$ cat src/rtl/double_exp_sequencer.sv
`timescale 1ns/1ps
// Sequences one operand through a carry-save exponentiation core: load strobe, setup gap, operand, wait for done.
// Latency: ack in the request cycle, operand LOAD_CYCLES+SETUP_CYCLES+1 cycles later, vld one cycle after the dn edge.
// Backpressure: a request is taken only in IDLE; req in any other state is ignored (no ack) and must be held to retry.
module double_exp_sequencer #(
    parameter int LOAD_CYCLES  = 8,
    parameter int SETUP_CYCLES = 6,
    parameter int TIMEOUT      = 4096
) (
    input  logic       clk,
    input  logic       rst,
    input  logic       req,
    input  logic [0:7] x,
    output logic       ack,
    output logic       busy,
    output logic       ld,
    output logic [0:7] xs,
    output logic [0:7] xc,
    input  logic       dn,
    input  logic [0:7] ys,
    input  logic [0:7] yc,
    output logic       vld,
    output logic [0:7] y,
    output logic       err
);
    localparam int MAX_LS = (LOAD_CYCLES > SETUP_CYCLES) ? LOAD_CYCLES : SETUP_CYCLES;
    localparam int MAX_C  = (MAX_LS > TIMEOUT) ? MAX_LS : TIMEOUT;
    localparam int CW     = $clog2(MAX_C + 1);

    localparam logic [CW-1:0] LD_LAST = CW'(LOAD_CYCLES - 1);
    localparam logic [CW-1:0] SU_LAST = CW'(SETUP_CYCLES - 1);
    // WAIT is entered with count 1; leaving at TIMEOUT-1 puts ERR exactly TIMEOUT cycles after PRESENT.
    localparam logic [CW-1:0] TO_LAST = CW'(TIMEOUT - 1);

    typedef enum logic [2:0] {IDLE, LOAD, SETUP, PRESENT, WAIT, DONE, ERR} state_t;

    state_t        state, state_nxt;
    logic [CW-1:0] cnt, cnt_nxt;
    logic [0:7]    xr;
    logic          dn_q;
    logic          dn_rise;

    // The core's result is valid only on a fresh low-to-high transition of dn.
    assign dn_rise = dn & ~dn_q;
    // The core is always fed in carry-save form with a zero carry word.
    assign xc = 8'h00;

    // State and phase counter register.
    always_ff @(posedge clk or posedge rst) begin
        if (rst) begin
            state <= IDLE;
            cnt   <= '0;
        end else begin
            state <= state_nxt;
            cnt   <= cnt_nxt;
        end
    end

    // Operand capture, dn history and result resolution of the carry-save pair.
    always_ff @(posedge clk or posedge rst) begin
        if (rst) begin
            xr   <= 8'h00;
            dn_q <= 1'b0;
            y    <= 8'h00;
        end else begin
            dn_q <= dn;
            if (state == IDLE && req) xr <= x;
            if (state == WAIT && dn_rise) y <= ys + yc;
        end
    end

    // Next-state, counter and strobe decode.
    always_comb begin
        state_nxt = state;
        cnt_nxt   = cnt;
        ack       = 1'b0;
        busy      = 1'b1;
        ld        = 1'b0;
        xs        = 8'h00;
        vld       = 1'b0;
        err       = 1'b0;
        case (state)
            IDLE: begin
                busy = 1'b0;
                if (req) begin
                    ack       = 1'b1;
                    state_nxt = LOAD;
                    cnt_nxt   = '0;
                end
            end
            LOAD: begin
                ld = 1'b1;
                if (cnt == LD_LAST) begin
                    state_nxt = SETUP;
                    cnt_nxt   = '0;
                end else begin
                    cnt_nxt = cnt + 1'b1;
                end
            end
            SETUP: begin
                if (cnt == SU_LAST) begin
                    state_nxt = PRESENT;
                    cnt_nxt   = '0;
                end else begin
                    cnt_nxt = cnt + 1'b1;
                end
            end
            PRESENT: begin
                xs        = xr;
                state_nxt = WAIT;
                cnt_nxt   = CW'(1);
            end
            WAIT: begin
                // A dn edge on the last allowed cycle still completes normally.
                if (dn_rise) begin
                    state_nxt = DONE;
                end else if (cnt >= TO_LAST) begin
                    state_nxt = ERR;
                end else begin
                    cnt_nxt = cnt + 1'b1;
                end
            end
            DONE: begin
                vld       = 1'b1;
                state_nxt = IDLE;
            end
            ERR: begin
                err       = 1'b1;
                state_nxt = IDLE;
            end
            default: state_nxt = IDLE;
        endcase
        // State is already IDLE under reset; only the req-driven ack needs masking.
        if (rst) ack = 1'b0;
    end
endmodule

$ cat config.mk
export PLATFORM = sky130hd
export DESIGN_NAME = double_exp_sequencer
export DESIGN_NICKNAME = d
export VERILOG_FILES = /design/src/rtl/double_exp_sequencer.sv
export SDC_FILE = /design/constraint.sdc
export NUM_CORES = 1
export LEC_CHECK = 0
export CAP_MARGIN = 10
export CORE_MARGIN = 2
export CORE_UTILIZATION = 52
export CTS_CLUSTER_DIAMETER = 80
export CTS_CLUSTER_SIZE = 20
export DETAILED_ROUTE_END_ITERATION = 16
export GPL_TIMING_DRIVEN = 0
export PLACE_DENSITY = 0.82
export SETUP_SLACK_MARGIN = 0.4
export SLEW_MARGIN = 20
export SYNTH_ARGS = -nofsm -noshare
export SYNTH_HDL_FRONTEND = slang
export SYNTH_SLANG_ARGS = --single-unit
$ cat constraint.sdc
create_clock -name clk -period 4.5 [get_ports clk]
set_clock_uncertainty 0.2 [all_clocks]
set_input_delay 0.9 -clock clk [delete_from_list [all_inputs] [get_ports clk]]
set_output_delay 0.9 -clock clk [all_outputs]
set_load 0.1 [all_outputs]
# Word level (Yosys, flattened, before mapping)

Cells that the tools add are included.

Word-level logic and storage cells: 50
Flip-flop bits (word level): 33

Bitwise operators: 2
Add/sub/neg operators: 2
Reduce and logical (&&, ||, !) cells: 6
$lt $le $gt $ge: 1
Equality and inequality tests: 14
Muxes and demuxes: 20

Operators by type and width:

| operator                                                                              | number |
|---|---|
| 13-bit 2-to-1 mux                                                                     | 5 |
| 13-bit one-hot mux with 5 select lines                                                | 1 |
| 13-bit by 3-bit equality test with 1-bit output, second input constant                | 2 |
| 3-bit 2-to-1 mux                                                                      | 5 |
| 3-bit one-hot mux with 5 select lines                                                 | 1 |
| 13-bit by 1-bit adder with 13-bit output, second input constant                       | 1 |
| 13-bit by 12-bit greater-or-equal comparator with 1-bit output, second input constant | 1 |
| 2-bit != test, second input constant                                                  | 5 |
| 3-bit equality test, second input constant                                            | 3 |
| 8-bit adder                                                                           | 1 |
| 8-bit 2-to-1 mux                                                                      | 1 |
| 4-bit AND reduction                                                                   | 2 |
| 1-bit 2-to-1 mux                                                                      | 7 |
| 3-bit by 2-bit equality test with 1-bit output, second input constant                 | 2 |
| 5-bit nonzero test                                                                    | 1 |
| 3-bit by 1-bit equality test with 1-bit output, second input constant                 | 1 |
| 3-bit zero test                                                                       | 1 |
| 3-bit by 2-bit != test with 1-bit output, second input constant                       | 1 |
| 1-bit logical AND                                                                     | 2 |
| 1-bit bitwise AND                                                                     | 1 |
| 1-bit inverter                                                                        | 1 |

# Depth between registers and ports, before layout

Gate-level depths: netlist (run 1).

Word-level depth: 4
Gate-level depth with buffers: 8

# Worst setup path before layout (run 1)

No wires, ideal clock.

Path kind: input to output
Start point: input rst
End point: output ack
Path slack: 0.871 ns
Stages: 2
Data arrival time: 2.529 ns
Path through: inv_1 > and3_1

Cells in the longest elaborated chain, start to end: 1

Ends and longest elaborated chain:

| element            | line | text |
|---|---|---|
| start: declaration | 11   | `input logic rst,` |
| 1-bit 2-to-1 mux   | 134  | `if (rst) ack = 1'b0;` |
| end: declaration   | 14   | `output logic ack,` |

No other way between the ends.

# Worst setup path in the final report (run 1)

Start point: register state[2]
End point: output xs[4] (netlist bit)

Cells in the longest elaborated chain, start to end: 2

Ends and longest elaborated chain:

| element                                        | line | text |
|---|---|---|
| start: declaration                             | 37   | `state_t state, state_nxt;` |
| start signal: assignment                       | 54   | `state <= state_nxt;` |
| 3-bit by 2-bit equality test with 1-bit output | 82   | `case (state)` |
| 8-bit 2-to-1 mux                               | 82   |  |
| end: declaration                               | 17   | `output logic [0:7] xs,` |

No other way between the ends.

==> results of run 1 <==
==> routing by layer <==
metal	GRT usage (%)	vias up	part of all wire [%]
met5	0	-	0
met4	10.5	0	2.1
met3	4.28	10	5.2
met2	37.7	68	51
met1	26.1	878	42
li1	-	918	-
==> flip-flops by register name (all words and copies together) (netlist names) <==
signal and count:
dn_q 1, xr 8, y 8, cnt 13, state 3
==> cells by family (layout without fill, tap and decap cells) <==
family,count (synthesis),after routing
fa+ha+maj,10,10
buf+inv,24,80
mux,13,13
compound gates,52,52
xor+xnor,6,6
other cells,1,8
flops,33,33
simple gates,84,84
==> through the flow <==
step | utilization [%] | instance area [sq um] | std cells | setup slack, ns
floorplan | - | 2170 | 230 | 0.871
global placement | 68.2 | 2710 | 328 | -0.326
detailed placement | 68.2 | 2710 | 328 | 0.104
CTS | 71.2 | 2830 | 336 | 0.419
global route | 71.0 | 2820 | 336 | 0.651
finish | 71.0 | 2820 | 336 | 0.769
==> cell type report <==
cell class                      instances  area share [%]
Buffer                                 16            3.50
Clock buffer                            7            3.06
Clock inverter                          1            1.06
Inverter                                8            1.06
Multi-Input combinational cell        173            43.0
Sequential cell                        33            29.3
Tap cell                               50            2.22
Timing Repair Buffer                   48            16.9
==> worst paths after layout <==
kind / depth (start not counted) / slack, ns / start / endpoint
worst min register to register: 2 / 0.28 / y[3] / y[3]
worst min-delay path: 2 / 0.28 / y[3] / y[3]
max in group asynchronous: 2 / 2.79 / rst / cnt[11]
worst max register to register: 6 / 1.81 / cnt[3] / cnt[5]
min in group asynchronous: 2 / 0.86 / rst / xr[3]
worst max-delay path: 5 / 0.77 / state[2] / xs[4]
==> critical path: cells and delay by family, from the launching register on <==
family | cells | cell delay [ns]
DFF | 1 | 0.36
buffers and inverters | 3 | 1.53
and+or+nand+nor | 2 | 0.44
==> power by group <==
group	total (W)	internal [W]	switching, W
combinational	0.00125	0.000373	0.000880
sequential	0.000461	0.000396	0.0000651
clock	0.000287	0.000180	0.000106
==> what timing repair did <==
item | in CTS | in global routing
setup endpoints to repair | 1 | 1
endpoints found under the hold margin | 0 | 0
gates resized for setup | 2 | 1
buffers inserted | 0 | 0
==> cells in the final DEF, fill, tap and decap left out, types with 4 or more instances in the layout <==
master           instances
clkdlybuf4s50_1         47
dfrtp_1                 33
nor2_1                  19
nand2_1                 18
mux2_2                  11
and2_1                   9
ha_1                     9
o21ai_0                  8
a21oi_1                  8
buf_4                    8
conb_1                   8
clkbuf_1                 7
inv_1                    6
clkbuf_8                 6
and3_1                   5
o211ai_1                 5
a22o_1                   5
nand3_1                  5
nor3_1                   4
or4_1                    4
a221o_1                  4
a211o_1                  4
==> qor.csv, run 1 <==
metric,value,unit
gp_congestion,0.804,
cp-end-kind,output port,
path_class,flip-flop to output port,
power_per_cell_area,709,nW/um^2
seq_area_frac_synth,38.6,%
synth_top_family_by_area,simple AND/OR/NAND/NOR gates,
clkSinkCount,33,
synthArstFlopShare,100,%
relSlewSlack,32.5,%
ir_drop,0.000413,V
vias,1874,
drive_gt1_share,13.6,%
core,3970,sq um
grt_pass1_vias,1732,
rsz0062_at_grt,false,
fin_setup_tns,0,ns
multi_input_area,1210,sq um
maxCapViolCount,0,
fin_crit_sh,82.9,%
root_buffer,clkbuf_8,
critPathSlowestCell,clkdlybuf4s50_1,
num_antenna_cells,0,
yosys_warnings,0,
synthTopCellsByArea,"dfrtp_1 39%, mux2_2 5.8%, ha_1 5.3%",
status,finished clean,
synth_fa_ha_area_share,6.20,%
hp-class,flip-flop to flip-flop,
crit_arrival,2.63,ns
firstDrtPassIters,4,
synth_xor_area_share,2.45,%
seq_area,826,sq um
synth-edff-count,0,
synthDominantCellAreaShare,38.6,%
grt-ovfl-total,0,
syn_area_per_cell,9.60,sq um
period_minus_slack,3.73,ns
grt_max_degree,35,
nFillCells,323,
drv_slew,0,
die_w,68.2,um
grt_pass1_wl,7.52,mm
ioPinCount,57,
die_area,4650,sq um
drt_iter0_markers,108,
clk_pin_slew,0.07,ns
cp_cell_sequence,"clkbuf_1, inv_1, and3_1, and2_1, clkdlybuf4s50_1",
wl,4.80,mm
critPathRequiredTime,3.40,ns
tightest_slew,1.01,ns
crit_path_max_fanout,9,
synth_compound_area_share,18.6,%
antenna_found_initial,0,
port_buffers,48,
setup_viol,0,
cts_max_level,2,
cts_buffers,5,
synth.cell_area,2140,sq um
synth_cell_types,54,
synthSimpleGateAreaFrac,21.3,%
leakagePower,1.31,nW
grtUsageTotal,21.9,%
nets,323,
fmax,268,MHz
muxShareOfSynthArea,6.72,%
syn_inst,223,
ant_nets,0,
power,0.00200,W
ys_seq_elements,33,
worst_path_largest_cell_delay,1.13,ns
syn_to_final_growth,31.8,%
fp.dieH,68.2,um
synth_common_cells,"33 x dfrtp_1, 19 x nor2_1, 18 x nand2_1",
cts_tree,yes,
hpwl,3.65,mm
yosys.area.top_type,dfrtp_1,
final_hold_viol_count,0,
yosys.cell_count.top_type,dfrtp_1,
clockBufferDepth,2,
wl_per_cell,14.3,um
synth_top_flop_cell,dfrtp_1,
viasPerCell,5.58,
clock_latency,0.29,ns
drc,0,
postCtsHoldBufs,0,
initial_utilization,53.9,%
rows,23,
holdWs,0.280,ns
setup.worst_path.start_class,flip-flop,
No activity file was read; power rests on OpenSTA's default activity.
==> inputs of run 2 (changes only) <==
- CORE_UTILIZATION: 52 -> 49
- PLACE_DENSITY: 0.82 -> 0.78
- clock period: 4.5 -> 3.7 ns (I/O delays scaled with it)
==> qor.csv, run 2 (same netlist as run 1, synthesis figures left out) <==
metric,value,unit,change
cp_cell_sequence,"clkdlybuf4s50_1, inv_4, and3_2, clkdlybuf4s15_2",,
initial_utilization,49.9,%,-4.1 points
cts_tree,yes,,
drive_gt1_share,16.8,%,+3.1 points
crit_path_max_fanout,34,,+25
layout_common_cells,"35 x clkdlybuf4s50_1, 33 x dfrtp_1, 19 x nor2_1",,
rows,24,,+4.3%
crit_arrival,2.32,ns,-0.31 ns
grt_pass1_vias,1779,,+2.7%
critPathRequiredTime,2.76,ns,-0.64 ns
r2r_end,cnt[3],,
port_buffers,48,,unchanged
ant_nets,0,,unchanged
setup.worst_path.start_class,primary input,,
largestRegisters,"cnt (13), xr (8), y (8)",,
hold_path_depth,2,,unchanged
wl_per_cell,13.7,um,-3.7%
setup_ws,0.443,ns,-0.326 ns
hp-start,y[5],,
final_common_cell,clkdlybuf4s50_1,,
power,0.00241,W,+20%
min_to,y[5],,
hp-class,flip-flop to flip-flop,,
postCtsSetupBuffers,0,,unchanged
hpwl,3.49,mm,-4.3%
cts_resized,13,,+11
r2r_cells,6,,unchanged
maxCapViolCount,0,,unchanged
grt-ovfl-total,0,,unchanged
ff2ff_setup_slack,1.03,ns,-0.78 ns
vias,1842,,-1.7%
wl,4.65,mm,-3.1%
ioPinCount,57,,unchanged
drt_iter0_markers,60,,-44%
largest_register_ffs,13,,unchanged
grtUsageTotal,19.8,%,-2.1 points
fin_crit_sh,88.0,%,
ir_drop,0.000386,V,-6.6%
core,4290,sq um,+8.1%
status,finished clean,,
relSlewSlack,33.9,%,+1.4 points
period_minus_slack,3.26,ns,
critPathSlowestCell,clkdlybuf4s15_2,,
setup_viol,0,,unchanged
path_class,primary input to output port,,
fmax,307,MHz,
leakagePower,1.34,nW,+2.8%
fp.dieH,70.1,um,+2.8%
cts_buffers,5,,unchanged
cts_max_level,2,,unchanged
grt_pass1_wl,7.89,mm,+4.9%
tightest_slew,0.988,ns,-0.0214 ns
die_w,70.1,um,+2.8%
firstDrtPassIters,5,,+1
rsz0062_at_grt,true,,
postCtsHoldBufs,0,,unchanged
power_per_cell_area,861,nW/um^2,+21%
clk_pin_slew,0.07,ns,about the same
nets,323,,unchanged
final_hold_viol_count,0,,unchanged
gp_congestion,0.870,,+8.2%
finalInstanceArea,2800,sq um,-0.89%
drc,0,,unchanged
r2r_start,cnt[4],,
antenna_found_initial,0,,unchanged
syn_to_final_growth,30.6,%,
crit_buf_inv,3,,unchanged
clockBufferDepth,2,,unchanged
num_antenna_cells,0,,unchanged
drv_slew,0,,unchanged
pre_cts_ws,-0.388,ns,-0.492 ns
clkSinkCount,33,,unchanged
die_area,4910,sq um,+5.8%
viasPerCell,5.45,,-2.3%
root_buffer,clkbuf_8,,
clock_latency,0.28,ns,about the same
cp-end-kind,output port,,
critPathTopFamily,buffers and inverters,,
place_area,2710,sq um,+0.14%
grt_max_degree,35,,unchanged
top_register,cnt,,
worst_path_largest_cell_delay,0.55,ns,-0.58 ns
run 2: cell count changes in the layout (fill, tap and decap cells not counted), sizes merged:
| cell | delta |
|---|---|
| clkdlybuf4s15 | +1 |
| dlymetal6s2s | +2 |
| clkdlybuf4s50 | -12 |
| dlygate4sd2 | +2 |
| clkbuf | +7 |
run 2: per-stage QoR:
stage / util [%] / setup TNS, ns / cells / hold slack, ns
3_3_place_gp: 63.2 / -0.851 / 330 / 0.263
2_1_floorplan: - / 0 / 230 / 0.272
5_1_grt: 65.1 / 0 / 338 / 0.319
3_5_place_dp: 63.2 / -0.388 / 330 / 0.270
4_1_cts: 65.6 / 0 / 338 / 0.288
6_report: 65.1 / 0 / 338 / 0.285
run 2: layout make-up:
class,instances,area [sq um]
Clock buffer,7,86.3
Tap cell,52,65.1
Timing Repair Buffer,48,444
Multi-Input combinational cell,173,1210
Fill cell,364,1500
Inverter,8,32.5
Sequential cell,33,826
Clock inverter,1,30.0
Buffer,16,98.8
run 2: metal layers:
layer	part of all wire, %	track usage, %	vias up
met5	0	0	-
met4	1.4	7.48	0
met3	6.8	3.03	6
met2	47	34.6	72
met1	45	24.7	846
li1	-	-	918
run 2: how the worst max path moves through the flow:
stage	to	cells after the start	startpoint	slack, ns
CTS	ack	4	rst	0.19
finish	ack	4	rst	0.44
detailed placement	ack	4	rst	-0.39
global route	ack	4	rst	0.33
global placement	ack	4	rst	-0.85
floorplan	ack	2	rst	0.64
run 2: power by group:
part           switching [W]  internal [W]  leakage, nW
registers          0.0000774      0.000481        0.423
clock network       0.000131      0.000220       0.0585
logic                0.00107      0.000431        0.863
run 2: worst reg2reg max path, cell delays in order (launching register included):
cell and delay (ns):
dfrtp_1 0.46, or4_1 0.56, or4_4 0.55, a21oi_2 0.23
buf_6 0.18, o211ai_1 0.11, a22o_1 0.26
